[src/rtl/vga_timing_gen.sv]
// vga_timing_gen -- parametrised VGA timing and test-pattern generator.
//
// Counts pixel clocks (h_cnt) and lines (v_cnt) in the order sync, back
// porch, active, front porch, and drives the DAC with registered,
// mutually aligned sync/blank/colour outputs. Pixel coordinates and a
// frame-start strobe are exported for downstream pixel sources.
//
// Ports:
//   clk          pixel clock
//   rst_n        asynchronous active-low reset
//   en           run enable; low clears and holds the counters, outputs idle
//   mode[1:0]    pattern: 0 solid, 1 colour bars, 2 grey ramp, 3 checkerboard
//   solid_rgb    colour used by mode 0
//   vga_rgb      pixel colour, [7:0] R, [15:8] G, [23:16] B
//   vga_hs/vs    syncs, active level set by HS_POL/VS_POL
//   vga_blank_n  high in the active region only
//   pix_x/pix_y  active-area coordinates, 0 outside the active region
//   pix_valid    copy of vga_blank_n
//   frame_start  one-cycle pulse for h_cnt=0, v_cnt=0
//
// Build option: define VGA_TG_BORDER_EN to paint a one-pixel white border
// around the active area, overriding every pattern.
module vga_timing_gen #(
  parameter int H_SYNC   = 96,
  parameter int H_BACK   = 48,
  parameter int H_ACTIVE = 640,
  parameter int H_FRONT  = 16,
  parameter int V_SYNC   = 2,
  parameter int V_BACK   = 33,
  parameter int V_ACTIVE = 480,
  parameter int V_FRONT  = 10,
  parameter int HS_POL   = 0,
  parameter int VS_POL   = 0,
  parameter int CNT_W    = 12
) (
  input  logic             clk,
  input  logic             rst_n,
  input  logic             en,
  input  logic [1:0]       mode,
  input  logic [23:0]      solid_rgb,
  output logic [23:0]      vga_rgb,
  output logic             vga_hs,
  output logic             vga_vs,
  output logic             vga_blank_n,
  output logic [CNT_W-1:0] pix_x,
  output logic [CNT_W-1:0] pix_y,
  output logic             pix_valid,
  output logic             frame_start
);

  localparam int H_TOT = H_SYNC + H_BACK + H_ACTIVE + H_FRONT;
  localparam int V_TOT = V_SYNC + V_BACK + V_ACTIVE + V_FRONT;
  localparam int BAR_W = H_ACTIVE / 8;

  localparam logic [CNT_W-1:0] H_LAST    = CNT_W'(H_TOT - 1);
  localparam logic [CNT_W-1:0] V_LAST    = CNT_W'(V_TOT - 1);
  localparam logic [CNT_W-1:0] H_SYN_END = CNT_W'(H_SYNC);
  localparam logic [CNT_W-1:0] V_SYN_END = CNT_W'(V_SYNC);
  localparam logic [CNT_W-1:0] H_ACT_BEG = CNT_W'(H_SYNC + H_BACK);
  localparam logic [CNT_W-1:0] V_ACT_BEG = CNT_W'(V_SYNC + V_BACK);
  localparam logic [CNT_W-1:0] H_ACT_END = CNT_W'(H_SYNC + H_BACK + H_ACTIVE);
  localparam logic [CNT_W-1:0] V_ACT_END = CNT_W'(V_SYNC + V_BACK + V_ACTIVE);
  localparam logic             HS_ACT    = (HS_POL != 0);
  localparam logic             VS_ACT    = (VS_POL != 0);

  logic [CNT_W-1:0] h_cnt_q, h_cnt_d, v_cnt_q, v_cnt_d;
  logic [1:0]       mode_q, mode_d;
  logic             active;
  logic [CNT_W-1:0] x_c, y_c;
  logic [3:0]       bar_idx;
  logic [23:0]      bar_rgb, rgb_c;
  int               x_int;

  always_comb begin
    h_cnt_d = h_cnt_q + 1'b1;
    v_cnt_d = v_cnt_q;
    if (!en) begin
      h_cnt_d = '0;
      v_cnt_d = '0;
    end else if (h_cnt_q == H_LAST) begin
      h_cnt_d = '0;
      v_cnt_d = (v_cnt_q == V_LAST) ? '0 : v_cnt_q + 1'b1;
    end
  end

  // Pattern select only changes at the frame origin so a frame never tears.
  assign mode_d = (en && h_cnt_q == '0 && v_cnt_q == '0) ? mode : mode_q;

  assign active = (h_cnt_q >= H_ACT_BEG) && (h_cnt_q < H_ACT_END) &&
                  (v_cnt_q >= V_ACT_BEG) && (v_cnt_q < V_ACT_END);
  assign x_c    = active ? h_cnt_q - H_ACT_BEG : '0;
  assign y_c    = active ? v_cnt_q - V_ACT_BEG : '0;
  assign x_int  = int'(x_c);

  // Bar index = number of whole bar widths already passed; columns past
  // the eighth bar (integer remainder) fall into the black default.
  always_comb begin
    bar_idx = 4'd0;
    for (int k = 1; k <= 8; k++) begin
      if (x_int >= k * BAR_W) bar_idx = bar_idx + 4'd1;
    end
    case (bar_idx)
      4'd0:    bar_rgb = 24'hFFFFFF;
      4'd1:    bar_rgb = 24'h00FFFF;
      4'd2:    bar_rgb = 24'hFFFF00;
      4'd3:    bar_rgb = 24'h00FF00;
      4'd4:    bar_rgb = 24'hFF00FF;
      4'd5:    bar_rgb = 24'h0000FF;
      4'd6:    bar_rgb = 24'hFF0000;
      default: bar_rgb = 24'h000000;
    endcase
  end

  always_comb begin
    rgb_c = '0;
    if (active) begin
      case (mode_q)
        2'd0:    rgb_c = solid_rgb;
        2'd1:    rgb_c = bar_rgb;
        2'd2:    rgb_c = {3{x_c[7:0]}};
        default: rgb_c = (x_c[5] ^ y_c[5]) ? 24'hFFFFFF : 24'h000000;
      endcase
`ifdef VGA_TG_BORDER_EN
      if (x_c == '0 || x_c == CNT_W'(H_ACTIVE - 1) ||
          y_c == '0 || y_c == CNT_W'(V_ACTIVE - 1)) begin
        rgb_c = 24'hFFFFFF;
      end
`endif
    end
  end

  always_ff @(posedge clk or negedge rst_n) begin
    if (!rst_n) begin
      h_cnt_q <= '0;
      v_cnt_q <= '0;
      mode_q  <= 2'd0;
    end else begin
      h_cnt_q <= h_cnt_d;
      v_cnt_q <= v_cnt_d;
      mode_q  <= mode_d;
    end
  end

  // All video outputs come from the same counter state, one clock later.
  always_ff @(posedge clk or negedge rst_n) begin
    if (!rst_n) begin
      vga_rgb     <= '0;
      vga_hs      <= ~HS_ACT;
      vga_vs      <= ~VS_ACT;
      vga_blank_n <= 1'b0;
      pix_x       <= '0;
      pix_y       <= '0;
      frame_start <= 1'b0;
    end else if (!en) begin
      vga_rgb     <= '0;
      vga_hs      <= ~HS_ACT;
      vga_vs      <= ~VS_ACT;
      vga_blank_n <= 1'b0;
      pix_x       <= '0;
      pix_y       <= '0;
      frame_start <= 1'b0;
    end else begin
      vga_rgb     <= rgb_c;
      vga_hs      <= (h_cnt_q < H_SYN_END) ? HS_ACT : ~HS_ACT;
      vga_vs      <= (v_cnt_q < V_SYN_END) ? VS_ACT : ~VS_ACT;
      vga_blank_n <= active;
      pix_x       <= x_c;
      pix_y       <= y_c;
      frame_start <= (h_cnt_q == '0) && (v_cnt_q == '0);
    end
  end

  assign pix_valid = vga_blank_n;

endmodule

[config.mk]
export PLATFORM = sky130hd
export DESIGN_NAME = vga_timing_gen
export DESIGN_NICKNAME = d
export VERILOG_FILES = /design/src/rtl/vga_timing_gen.sv
export SDC_FILE = /design/constraint.sdc
export NUM_CORES = 1
export LEC_CHECK = 0
export CORE_MARGIN = 2
export CORE_UTILIZATION = 29
export CTS_CLUSTER_DIAMETER = 60
export CTS_CLUSTER_SIZE = 12
export DETAILED_ROUTE_END_ITERATION = 16
export GPL_TIMING_DRIVEN = 0
export PLACE_DENSITY = 0.51
export SETUP_SLACK_MARGIN = 0.02
export SYNTH_ARGS = -nofsm -noshare
export SYNTH_HDL_FRONTEND = slang
export SYNTH_SLANG_ARGS = --single-unit
[constraint.sdc]
create_clock -name clk -period 8 [get_ports clk]
set_input_delay 2.4 -clock clk [delete_from_list [all_inputs] [get_ports clk]]
set_output_delay 2.4 -clock clk [all_outputs]
set_load 0.03 [all_outputs]
=== Word level (Yosys, flattened, before mapping) ===
Cells that the tools add are included.

* Bits in registers: 78
* Input port bits: 29
* Logic and storage cells: 85

* $add $sub $neg: 11
* Order comparisons: 14
* Equality and inequality tests: 11
* Multiplexer cells: 28
* Bitwise gates (word level): 1
* Reduce and logical (&&, ||, !) cells: 10

{| class="wikitable"
|+ Operators with widths
! cell !! count
|-
| 24-bit case mux with 7 select lines || 1
|-
| 12-bit 2-to-1 mux || 9
|-
| 24-bit 2-to-1 mux || 3
|-
| 24-bit case mux with 3 select lines || 1
|-
| 12-bit by 8-bit greater-or-equal comparator with 1-bit output (second input constant) || 3
|-
| 12-bit by 9-bit greater-or-equal comparator with 1-bit output (second input constant) || 3
|-
| 4-bit by 1-bit adder with 4-bit output (second input constant) || 7
|-
| 4-bit 2-to-1 mux || 7
|-
| 12-bit by 1-bit adder with 12-bit output (second input constant) || 2
|-
| 12-bit by 10-bit equality test with 1-bit output (second input constant) || 2
|-
| 12-bit by 10-bit greater-or-equal comparator with 1-bit output (second input constant) || 2
|-
| 12-bit logical NOT || 2
|-
| 12-bit by 10-bit < comparator with 1-bit output (second input constant) || 2
|-
| 4-bit by 3-bit equality test with 1-bit output (second input constant) || 3
|-
| 12-bit by 6-bit greater-or-equal comparator with 1-bit output (second input constant) || 1
|-
| 12-bit by 7-bit greater-or-equal comparator with 1-bit output (second input constant) || 1
|-
| 12-bit by 2-bit < comparator with 1-bit output (second input constant) || 1
|-
| 12-bit by 7-bit < comparator with 1-bit output (second input constant) || 1
|-
| 12-bit by 6-bit subtractor with 12-bit output (second input constant) || 1
|-
| 12-bit by 8-bit subtractor with 12-bit output (second input constant) || 1
|-
| 4-bit by 2-bit equality test with 1-bit output (second input constant) || 2
|-
| 1-bit 2-to-1 mux || 7
|-
| 1-bit logical AND || 6
|-
| 4-bit by 1-bit equality test with 1-bit output (second input constant) || 1
|-
| other kinds (6) || 6
|}

=== Depth between registers and ports, before layout ===
Gate-level depths: netlist of run 1.

* Depth after elaboration: 26
* Gate-level depth with buffers: 34
* Depth with buffers taken out: 30

=== Worst setup path after synthesis of run 1 ===
No wires, ideal clock.

* Path type: register to register
* Start point: reg h_cnt_q[4]
* End point: reg vga_rgb[10]
* Setup time: 0.096 ns
* Data arrival time: 6.220 ns
* Slack: 1.685 ns
* Cell stages (with the launch flop): 35
* Buffers on the path: 4
* Cells stage by stage: dfrtp_1 > buf_2 > buf_2 > inv_1 > ha_1 > clkbuf_1 > and2_1 > nand3_1 > o21ai_0 > nand2_1 > o21ai_0 > a22o_1 > a21oi_1 > inv_1 > ha_1 > buf_1 > xnor2_1 > ha_1 > mux2_2 > ha_1 > mux2i_1 > o21bai_1 > ha_1 > nor2_1 > nor2_1 > ha_1 > nand2_1 > nand3b_1 > ha_1 > o2111ai_1 > xnor2_1 > or3_1 > nand3_1 > nand3b_1 > o31ai_2

* Cells in the longest elaborated chain, start to end: 26

{| class="wikitable"
|+ RTL lines
! item !! line !! text
|-
| start: declaration || 66 || <nowiki>logic [CNT_W-1:0] h_cnt_q, h_cnt_d, v_cnt_q, v_cnt_d;</nowiki>
|-
| start signal: assignment || 138 || <nowiki>h_cnt_q <= h_cnt_d;</nowiki>
|-
| 12-bit by 8-bit greater-or-equal comparator with 1-bit output or 12-bit by 10-bit < comparator with 1-bit output (tied branches) || 89 || <nowiki>assign active = (h_cnt_q >= H_ACT_BEG) && (h_cnt_q < H_ACT_END) &&</nowiki>
|-
| 1-bit logical AND (2 in series) || 89 ||
|-
| 1-bit logical AND || 90 || <nowiki>(v_cnt_q >= V_ACT_BEG) && (v_cnt_q < V_ACT_END);</nowiki>
|-
| 12-bit 2-to-1 mux || 91 || <nowiki>assign x_c = active ? h_cnt_q - H_ACT_BEG : '0;</nowiki>
|-
| 12-bit by 7-bit greater-or-equal comparator with 1-bit output || 100 || <nowiki>if (x_int >= k * BAR_W) bar_idx = bar_idx + 4'd1;</nowiki>
|-
| 1-bit 2-to-1 mux || 100 ||
|-
| 4-bit by 1-bit adder with 4-bit output || 100 ||
|-
| 4-bit 2-to-1 mux || 100 ||
|-
| (+9 left out) || n/a ||
|-
| 4-bit 2-to-1 mux || 100 ||
|-
| 4-bit by 1-bit adder with 4-bit output || 100 ||
|-
| 4-bit 2-to-1 mux || 100 ||
|-
| 4-bit by 3-bit equality test with 1-bit output (tied with other cells) || 102 || <nowiki>case (bar_idx)</nowiki>
|-
| 24-bit case mux with 7 select lines || 102 ||
|-
| 24-bit case mux with 3 select lines || 117 || <nowiki>case (mode_q)</nowiki>
|-
| 24-bit 2-to-1 mux (*) || 116 || <nowiki>if (active) begin</nowiki>
|-
| 24-bit 2-to-1 mux (*) || 154 || <nowiki>end else if (!en) begin</nowiki>
|-
| end signal: assignment || 163 || <nowiki>vga_rgb <= rgb_c;</nowiki>
|-
| end: declaration || 41 || <nowiki>output logic [23:0] vga_rgb,</nowiki>
|}

Mark *: on every way between the ends. The rest lies on a longest branch, timed or not.
A chain may end at the register's enable or synchronous reset.

=== Worst setup path in the final report of run 1 ===
* Start point: reg h_cnt_q[4]
* End point: reg vga_rgb[11]

Same word-level chain as after synthesis.

==> results of run 1 <==
## how the worst min path moves through the flow
stage,from,endpoint,slack [ns],depth (start not counted)
2_1_floorplan,h_cnt_q[0]$_DFF_PN0_,h_cnt_q[0]$_DFF_PN0_,0.47,1
3_3_place_gp,v_cnt_q[11]$_DFFE_PN0P_,v_cnt_q[11]$_DFFE_PN0P_,0.50,1
3_5_place_dp,v_cnt_q[11]$_DFFE_PN0P_,v_cnt_q[11]$_DFFE_PN0P_,0.50,1
4_1_cts,v_cnt_q[11]$_DFFE_PN0P_,v_cnt_q[11]$_DFFE_PN0P_,0.51,1
5_1_grt,v_cnt_q[11]$_DFFE_PN0P_,v_cnt_q[11]$_DFFE_PN0P_,0.55,1
6_report,v_cnt_q[11]$_DFFE_PN0P_,v_cnt_q[11]$_DFFE_PN0P_,0.51,1
## worst max-delay path: cells and delay by family, from the launching register on
family | cells | cell delay, ns
buffers and inverters | 7 | 1.36
DFF | 1 | 0.46
AOI/OAI and AO/OA | 7 | 1.06
and+or+nand+nor | 10 | 1.35
muxes | 2 | 0.46
adders and majority gates | 7 | 1.96
xor gates and xnor gates | 2 | 0.46
## power breakdown
group / switching [W] / internal [W] / total (W)
sequential: 0.00000647 / 0.000400 / 0.000406
clock: 0.000164 / 0.000209 / 0.000372
combinational: 0.0000485 / 0.0000370 / 0.0000855
total: 0.000218 / 0.000646 / 0.000864
## kinds of logic (layout without fill, tap and decap cells)
family / Yosys count / in the layout
and+or+nand+nor: 212 / 212
other: 1 / 1
buffers and inverters: 63 / 162
AOI/OAI and AO/OA: 164 / 164
xor gates and xnor gates: 29 / 29
adders and majority gates: 14 / 14
muxes: 5 / 5
DFF: 78 / 78
## state kept, by name, indices dropped and copies added (netlist names)
name	cells
vga_vs	1
pix_y	12
v_cnt_q	12
vga_hs	1
frame_start	1
h_cnt_q	12
pix_valid	1
mode_q	2
pix_x	12
vga_rgb	24
## metal layers
layer	wire length (um)	global-route usage, %	vias to the layer above
met5	0	0	-
met4	305	5.382	0
met3	512	2.370	22
met2	7286	27.61	110
met1	7000	22.50	2214
li1	-	-	2213
## stage by stage
stage / cell area, um^2 / cells / util (%)
floorplan: 5102 / 566 / -
global placement: 6195 / 872 / 35.94
detailed placement: 6220 / 873 / 36.08
CTS: 6487 / 889 / 37.64
global route: 6513 / 890 / 37.78
finish: 6513 / 890 / 37.78
## repair_timing
item,in CTS,in global routing
setup endpoints to repair,0,8
gates resized for setup,0,2
setup buffers,0,1
## layout make-up
cell class | count | area (um^2)
Buffer | 42 | 212.7
Clock buffer | 10 | 229.0
Clock inverter | 6 | 38.79
Fill cell | 1712 | 10720
Inverter | 21 | 78.83
Multi-Input combinational cell | 425 | 2874
Sequential cell | 78 | 1954
Tap cell | 225 | 281.5
Timing Repair Buffer | 83 | 843.3
## cell usage in the layout (no fill, tap or decap), types with 4 or more instances in the layout
cell              n
o211ai_1          4
o31ai_2          20
nand2_1          35
nor3_1           11
o31ai_1           9
nor4_1            5
a21oi_1          24
and2_1           27
clkdlybuf4s50_1  80
a22o_1            4
nor2_1           48
xnor2_1          22
clkbuf_16         9
clkbuf_1         22
o21ai_1           4
nand4_1           6
nand3_1          14
dfrtp_1          76
a31oi_1           4
inv_1            20
and3_1           12
buf_2            14
buf_4             5
or3_1             9
nand2b_1          7
nor2b_1          17
xor2_1            6
o21ai_0          55
o22ai_1           5
nor3b_1           4
ha_1             14
==> impl_metrics.env, run 1 <==
export IMPL_worstSetupPathType="flop to flop"
export IMPL_setup_violations=0
export IMPL_crit_top_cell="ha_1"
export IMPL_cts_tree="done"
export IMPL_worst_ep_required_time_ns=8.24
export IMPL_ys_ff_latch=78
export IMPL_totalWireLength_mm=15.11
export IMPL_core_area_mm2=0.01724
export IMPL_yosysSeqAreaShare_pct=38.30
export IMPL_timing_fmax_mhz=138.2
export IMPL_ys_top_cells_by_count="dfrtp_1 (76), o21ai_0 (55), nor2_1 (48)"
export IMPL_root_buffer="clkbuf_16"
export IMPL_antenna_cells=0
export IMPL_ios=82
export IMPL_synth_top_cell_by_area="dfrtp_1"
export IMPL_cts_clk_slew_worst_paths_ns=0.06
export IMPL_areaGrowthSynthToFinish_pct=27.64
export IMPL_synth_xor_area_share_pct=5.125
export IMPL_antenna_found_initial=0
export IMPL_cellPowerDensity_mw_per_mm2=132.7
export IMPL_dieHeight_um=136.6
export IMPL_final_nets=703
export IMPL_async_flop_share_pct=100.0
export IMPL_worstSkewPairLatency_ns=0.33
export IMPL_hold_viol=0
export IMPL_timing_max_cap_violations=0
export IMPL_critPathLaunch="h_cnt_q[4]$_DFF_PN0_"
export IMPL_worstReg2RegEnd="vga_rgb[11]$_DFF_PN0_"
export IMPL_min_period_ns=7.238
export IMPL_r2r_start="h_cnt_q[4]$_DFF_PN0_"
export IMPL_r2r_slack_ns=0.76
export IMPL_synthMuxAreaShare_pct=1.054
export IMPL_cts_inserted_buffers=9
export IMPL_fin_crit_sh_pct=90.48
export IMPL_portBuffers=81
export IMPL_vias=4559
export IMPL_hold_slack_ns=0.5141
export IMPL_die_area_mm2=0.01867
export IMPL_cp_max_fo=10
export IMPL_endpoint="vga_rgb[11]$_DFF_PN0_"
export IMPL_rsz0062_at_grt="no"
export IMPL_synthCells=566
export IMPL_drt_pass1_iterations=8
export IMPL_clock_skew_ns=0.009234
export IMPL_grt_pass1_wl_mm=24.34
export IMPL_synth_cell_types=71
export IMPL_clock_sinks=78
export IMPL_reg2regPathDepth=35
export IMPL_overflow=0
export IMPL_drtIter0Drc=399
export IMPL_syn_num_nets=609
export IMPL_relSlewSlack_pct=33.16
export IMPL_drc_errors=0
export IMPL_status="finished, final reports clean"
export IMPL_track_usage_pct=16.71
export IMPL_power_leakage_nw=2.808
export IMPL_cp_end_kind="flop"
export IMPL_setup_ws_ns=0.7618
export IMPL_dp_hpwl_mm=11.46
export IMPL_synth_compound_area_share_pct=24.30
export IMPL_synth_fa_ha_area_share_pct=3.433
export IMPL_post_drt_wl_per_cell_um=16.97
export IMPL_vdd_ir_drop_max_mv=0.09461
export IMPL_h_tree_depth=3
export IMPL_grt_max_degree=73
export IMPL_cp_start_kind="flop"
export IMPL_hold_class="flop to flop"
export IMPL_crit_slowest_cell="dfrtp_1"
export IMPL_core_rowCount=48
export IMPL_holdBufCountCts=0
export IMPL_worstPathArrival_ns=7.48
export IMPL_synth_top_area_share_pct=37.27
export IMPL_synth_area_leaders="dfrtp_1 (37%), o21ai_0 (5.4%), o31ai_2 (4.9%)"
export IMPL_drtAntennaViolNets=0
export IMPL_synth_simple_area_share_pct=22.00
export IMPL_clk_path_buf_depth=2
export IMPL_setup_tns_final_ns=0
export IMPL_initial_core_util_pct=29.60
export IMPL_fp_dieW_um=136.6
export IMPL_worstMarginPinSlew_ns=0.9941
export IMPL_grt_pass1_vias=4606
export IMPL_yosysWarnings=0
export IMPL_p_total_w=0.0008642
export IMPL_cpPeakStageDelay_ns=0.46
export IMPL_via_per_inst=5.122
export IMPL_synth_top_family_by_area="compound AO/OA/AOI/OAI gates"
export IMPL_layout_drive_gt1_share_pct=12.18
export IMPL_synth_most_common_cell="dfrtp_1"
export IMPL_place_ws_ns=0.3609
export IMPL_synth_avg_cell_area_um2=9.015
export IMPL_synth_area_mm2=0.005102
export IMPL_finalWeightedCongestion=0.9216
export IMPL_synth_edff_count=0
export IMPL_synth_ff_type="dfrtp_1"
export IMPL_maxSlewViolCount=0
Power figures use the tool's default switching activity.
==> run 2: changes to the inputs <==
- ABC_AREA: unset -> 1
==> run 2 against run 1 <==
Net effect: flip-flop and latch count did not move; die area down 7.8%; critical path type unchanged; clock power is 5% higher; core utilization is 0.62 points higher; largest cell class unchanged; sequential power hardly changed; clock skew rose by 0.0026 ns; register-to-register slack better by 1.3 ns.
==> impl_metrics.env, run 2 <==
export IMPL_die_area_mm2=0.01722
export IMPL_root_buffer="clkbuf_16"
export IMPL_antenna_cells=0
export IMPL_cellPowerDensity_mw_per_mm2=153.8
export IMPL_synth_most_common_cell="nand2_1"
export IMPL_crit_top_cell="nand2_1"
export IMPL_grt_pass1_wl_mm=21.98
export IMPL_r2r_start="h_cnt_q[4]$_DFF_PN0_"
export IMPL_synth_ff_type="dfrtp_1"
export IMPL_cts_inserted_buffers=9
export IMPL_ios=82
export IMPL_yosysWarnings=0
export IMPL_timing_fmax_mhz=167.0
export IMPL_overflow=0
export IMPL_hold_viol=0
export IMPL_cts_resized=0
export IMPL_finalWeightedCongestion=0.8891
export IMPL_drtAntennaViolNets=0
export IMPL_final_common_cell="nand2_1"
export IMPL_vias=4266
export IMPL_n_fill_cell=1628
export IMPL_holdBufCountCts=0
export IMPL_r2r_slack_ns=2.01
export IMPL_setup_tns_final_ns=0
export IMPL_async_flop_share_pct=100.0
export IMPL_cts_setup_buffers=0
export IMPL_cp_end_kind="flop"
export IMPL_worstReg2RegEnd="vga_rgb[5]$_DFF_PN0_"
export IMPL_hold_class="flop to flop"
export IMPL_cts_tree="done"
export IMPL_drt_pass1_iterations=4
export IMPL_syn_num_nets=684
export IMPL_fin_crit_sh_pct=74.84
export IMPL_endpoint="vga_rgb[5]$_DFF_PN0_"
export IMPL_timing_max_cap_violations=0
export IMPL_worst_ep_required_time_ns=8.27
export IMPL_final_cell_mix="nand2_1 (133), inv_1 (103), nor2_1 (84), clkdlybuf4s50_1 (80), dfrtp_1 (76)"
export IMPL_grt_pass1_vias=4325
export IMPL_dieHeight_um=131.2
export IMPL_synth_avg_cell_area_um2=7.322
export IMPL_core_rowCount=46
export IMPL_reg2regPathDepth=38
export IMPL_cp_max_fo=10
export IMPL_via_per_inst=4.467
export IMPL_clock_sinks=78
export IMPL_ys_top_cells_by_count="nand2_1 (133), inv_1 (103), nor2_1 (84)"
export IMPL_relSlewSlack_pct=42.81
export IMPL_worstSkewPairLatency_ns=0.35
export IMPL_worstMarginPinSlew_ns=0.8506
export IMPL_synth_edff_count=0
export IMPL_min_period_ns=5.987
export IMPL_drtIter0Drc=211
export IMPL_rsz0062_at_grt="no"
export IMPL_largest_register_ff_count=24
export IMPL_initial_core_util_pct=29.65
export IMPL_critPathLaunch="h_cnt_q[4]$_DFF_PN0_"
export IMPL_ys_ff_latch=78
export IMPL_cpPeakStageDelay_ns=0.50
export IMPL_h_tree_depth=3
export IMPL_cts_clk_slew_worst_paths_ns=0.06
export IMPL_dp_hpwl_mm=10.26
export IMPL_drc_errors=0
export IMPL_setup_violations=0
export IMPL_grt_max_degree=49
export IMPL_clock_skew_ns=0.01183
export IMPL_maxSlewViolCount=0
export IMPL_synth_top_cell_by_area="dfrtp_1"
export IMPL_synth_cell_types=42
export IMPL_layout_drive_gt1_share_pct=9.337
export IMPL_areaGrowthSynthToFinish_pct=29.51
export IMPL_top_register="vga_rgb"
export IMPL_power_leakage_nw=3.176
export IMPL_crit_slowest_cell="dfrtp_1"
export IMPL_totalWireLength_mm=13.05
export IMPL_final_nets=777
export IMPL_core_area_mm2=0.01583
export IMPL_worstPathArrival_ns=6.25
export IMPL_worstSetupPathType="flop to flop"
export IMPL_clk_path_buf_depth=2
export IMPL_vdd_ir_drop_max_mv=0.07805
export IMPL_antenna_found_initial=0
export IMPL_track_usage_pct=15.95
export IMPL_synth_area_leaders="dfrtp_1 (41%), nand2_1 (11%), inv_1 (8.2%)"
export IMPL_place_ws_ns=1.993
export IMPL_cp_start_kind="flop"
export IMPL_fp_dieW_um=131.2
export IMPL_yosysSeqAreaShare_pct=41.64
export IMPL_status="finished, final reports clean"
export IMPL_synth_top_area_share_pct=40.52
export IMPL_synth_area_mm2=0.004693
export IMPL_post_drt_wl_per_cell_um=13.66
export IMPL_portBuffers=81
export IMPL_synthCells=641
export IMPL_setup_ws_ns=2.013
## run 2: cell count changes after synthesis, sizes merged, moves of 14 or more
cell,before,now
nand3,14,48
o21ai,60,18
nor2b,17,0
a21oi,25,61
nor2,48,97
o31ai,29,1
and2,29,3
inv,21,111
xnor2,23,1
clkbuf,21,7
buf,21,5
nand2,35,147
## run 2: worst min path at each step
stage	slack [ns]	cells past startpoint	startpoint	to
after floorplan	0.43	1	h_cnt_q[0]$_DFF_PN0_	h_cnt_q[0]$_DFF_PN0_
after global placement	0.45	1	h_cnt_q[0]$_DFF_PN0_	h_cnt_q[0]$_DFF_PN0_
after detailed placement	0.46	1	h_cnt_q[0]$_DFF_PN0_	h_cnt_q[0]$_DFF_PN0_
after CTS	0.47	1	h_cnt_q[0]$_DFF_PN0_	h_cnt_q[0]$_DFF_PN0_
after global routing	0.50	1	h_cnt_q[0]$_DFF_PN0_	h_cnt_q[0]$_DFF_PN0_
final	0.47	1	h_cnt_q[0]$_DFF_PN0_	h_cnt_q[0]$_DFF_PN0_
## run 2: metal layers
metal	track usage, %	wire length, um
met2	27.34	6357
met5	0	0
met3	3.935	418
met4	3.623	163
met1	20.31	6110
## run 2: logic make-up after synthesis
family | synth area share (%)
simple gates | 30.47
compound gates | 11.17
fa+ha+maj | 3.732
xor+xnor | 2.239
flops | 41.64
buf+inv | 10.66
other cells | 0.07990
## run 2: where the power goes
part	internal, W	total, W	switching, W
sequential	0.000400	0.000404	0.00000402
clock	0.000227	0.000389	0.000162
combinational	0.0000495	0.000142	0.0000922
## run 2: worst max-delay path, delay by kind of cell, from the launching register on
kind | cells | cell delay [ns]
AND/OR/NAND/NOR | 21 | 2.41
adder cells (fa/ha/maj) | 7 | 1.95
buffers and inverters | 7 | 0.60
flip-flops | 1 | 0.50
AO/OA/AOI/OAI | 3 | 0.41
## run 2: final cells by class
type	count	area, um^2	share of cell area (%)
Buffer	14	78.83	1.297
Clock buffer	13	260.3	4.282
Clock inverter	3	18.77	0.3088
Inverter	112	421.7	6.937
Multi-Input combinational cell	437	2238	36.83
Sequential cell	78	1954	32.15
Tap cell	216	270.3	4.446
Timing Repair Buffer	82	835.8	13.75
## run 2: per-stage QoR
step	hold WS, ns	cell area (um^2)	std cells	utilization (%)	power [W]
CTS	0.4663	6078	955	38.40	0.0009438
detailed placement	0.4579	5799	939	36.64	0.0005527
floorplan	0.4322	4693	641	-	0.0004990
global placement	0.4527	5774	938	36.48	0.0005516
finish	0.4709	6078	955	38.40	0.0009346
global route	0.4976	6078	955	38.40	0.0009860
==> RTL change: new RTL, flow settings as in run 1 <==
Reset style: synchronous (`rst_n`), changed in 2 clocked blocks. Comments in the files are not updated.
--- a/src/rtl/vga_timing_gen.sv
+++ b/src/rtl/vga_timing_gen.sv
@@ -131,3 +131,3 @@
 
-  always_ff @(posedge clk or negedge rst_n) begin
+  always_ff @(posedge clk) begin
     if (!rst_n) begin
@@ -144,3 +144,3 @@
   // All video outputs come from the same counter state, one clock later.
-  always_ff @(posedge clk or negedge rst_n) begin
+  always_ff @(posedge clk) begin
     if (!rst_n) begin
Function: differs if rst_n is asserted again (counterexample within 4 cycles, from zero or initial values and one cycle with rst_n low); with rst_n held inactive, the same outputs for 10 cycles.
==> RTL change against run 1 <==
Via count fell by 11%; design area fell by 12%; core utilization rose by 1.5 points; sequential cell count did not move; critical path depth fell by 4; maximum frequency fell by 0.19%; clock skew fell by 0.0029 ns; synthesized area fell by 14%; routed wire length fell by 16%; setup slack got worse by 0.014 ns; highest routed layer unchanged.
Power is not compared: it rests on default switching activity, and its combinational part moved more than twofold at a synthesized area within 25%.
==> RTL change: results <==
[global_routing]
grtUsageMet1 = 0.212
grt_pass1_vias = 3813
globalRouteMet2Util = 0.245
grt_pass1_wl_um = 20100
track_usage = 0.156
grt_max_degree = 15
grtUsageMet3 = 0.0304

[routing]
drt_pass1_iterations = 4
wl_met3_um = 579
met1_length_um = 5950
routedWlPerCell_um = 15.6
detailedRoute.firstIterationViolations = 329
viasPerCell = 5.04
wl_met2_um = 5850

[worst_setup_path]
cpMaxStageDelayCell = a31oi_1
worstSetupStartpoint = h_cnt_q[4]$_SDFF_PP0_
worst_r2r_path_depth = 31
crit_end = vga_rgb[14]$_SDFF_PN0_
slowest_delay_ns = 0.60
arrival_ns = 7.43

[cells_and_area]
drive_above_1_share = 0.0738
largest_register_ffs = 24
nets = 661
multiInputGateArea_mm2 = 0.00255
regArea_mm2 = 0.00156
buffer_area_frac = 0.176
multi_input_area_share = 0.444
stdcell_count = 807
buffers = 113
inverters_excl_clock = 20
multi_input_comb_cells = 396
clk_share = 0.0557

[timing]
fin_hold_ws_ns = 0.455
tightest_slew_ns = 0.955
skew_ns = 0.00629
finalCritPeriodShare = 0.907

[place]
placed_cells = 791
dpl.hpwl_um = 9610
placed_area_mm2 = 0.00542
dp_slack_ns = 0.719
gp_congestion = 0.858

[run_status]
status = complete, no violations

[logic_synthesis]
ys_async_sr_fraction = 0
synthTopCellsByCount = dfxtp_1, nor2_1, a21oi_1, nand2_1, xnor2_1
yosys-top-cells-area = dfxtp_1, nor2_1, xnor2_1, a21oi_1, ha_1
syn_nets = 569
ys_types = 68
ys.flop_type = dfxtp_1
yosysSeqAreaShare = 0.356
syn_avg_cell_area_um2 = 8.33

[floorplan]
start_util = 0.299
tap_cells = 184

[clocking]
post_cts_resized = 0

[power]
combPwrFrac = 0.046
p_switching_w = 0.000191

[hold_path]
hold_end = pix_y[0]$_SDFF_PN0_
hp-start = v_cnt_q[0]$_SDFFE_PN0P_
==> RTL change: changes by cell type in the layout (fill, tap and decap cells not counted), sizes merged, moves of 6 or more <==
cell,delta
a21oi,+12
and2,-22
buf,-8
clkbuf,-6
dfrtp,-76
dfxtp,+78
nor2,+16
nor2b,-10
nor3,+6
o21ai,-35
o31ai,-25
or3,+7
xor2,+14
==> RTL change: worst max-delay path: cells and delay by family (launching register included) <==
kind            cells  cell delay (ns)
xor+xnor            4             0.84
simple gates        7             1.01
compound gates      8             2.06
flops               1             0.45
fa+ha+maj           6             1.58
buf+inv             6             1.12
==> RTL change: logic make-up (layout without fill, tap and decap cells) <==
logic type               after synthesis  in the layout  share of synthesized area
buffers and inverters                 52            149                     0.0625
multiplexers                           5              5                     0.0114
XOR/XNOR                              49             49                      0.107
other                                  1              1                   0.000856
AND/OR/NAND/NOR                      213            213                      0.252
AO/OA/AOI/OAI                        114            114                      0.170
adder cells (fa/ha/maj)               14             14                     0.0400
flip-flops                            78             78                      0.356
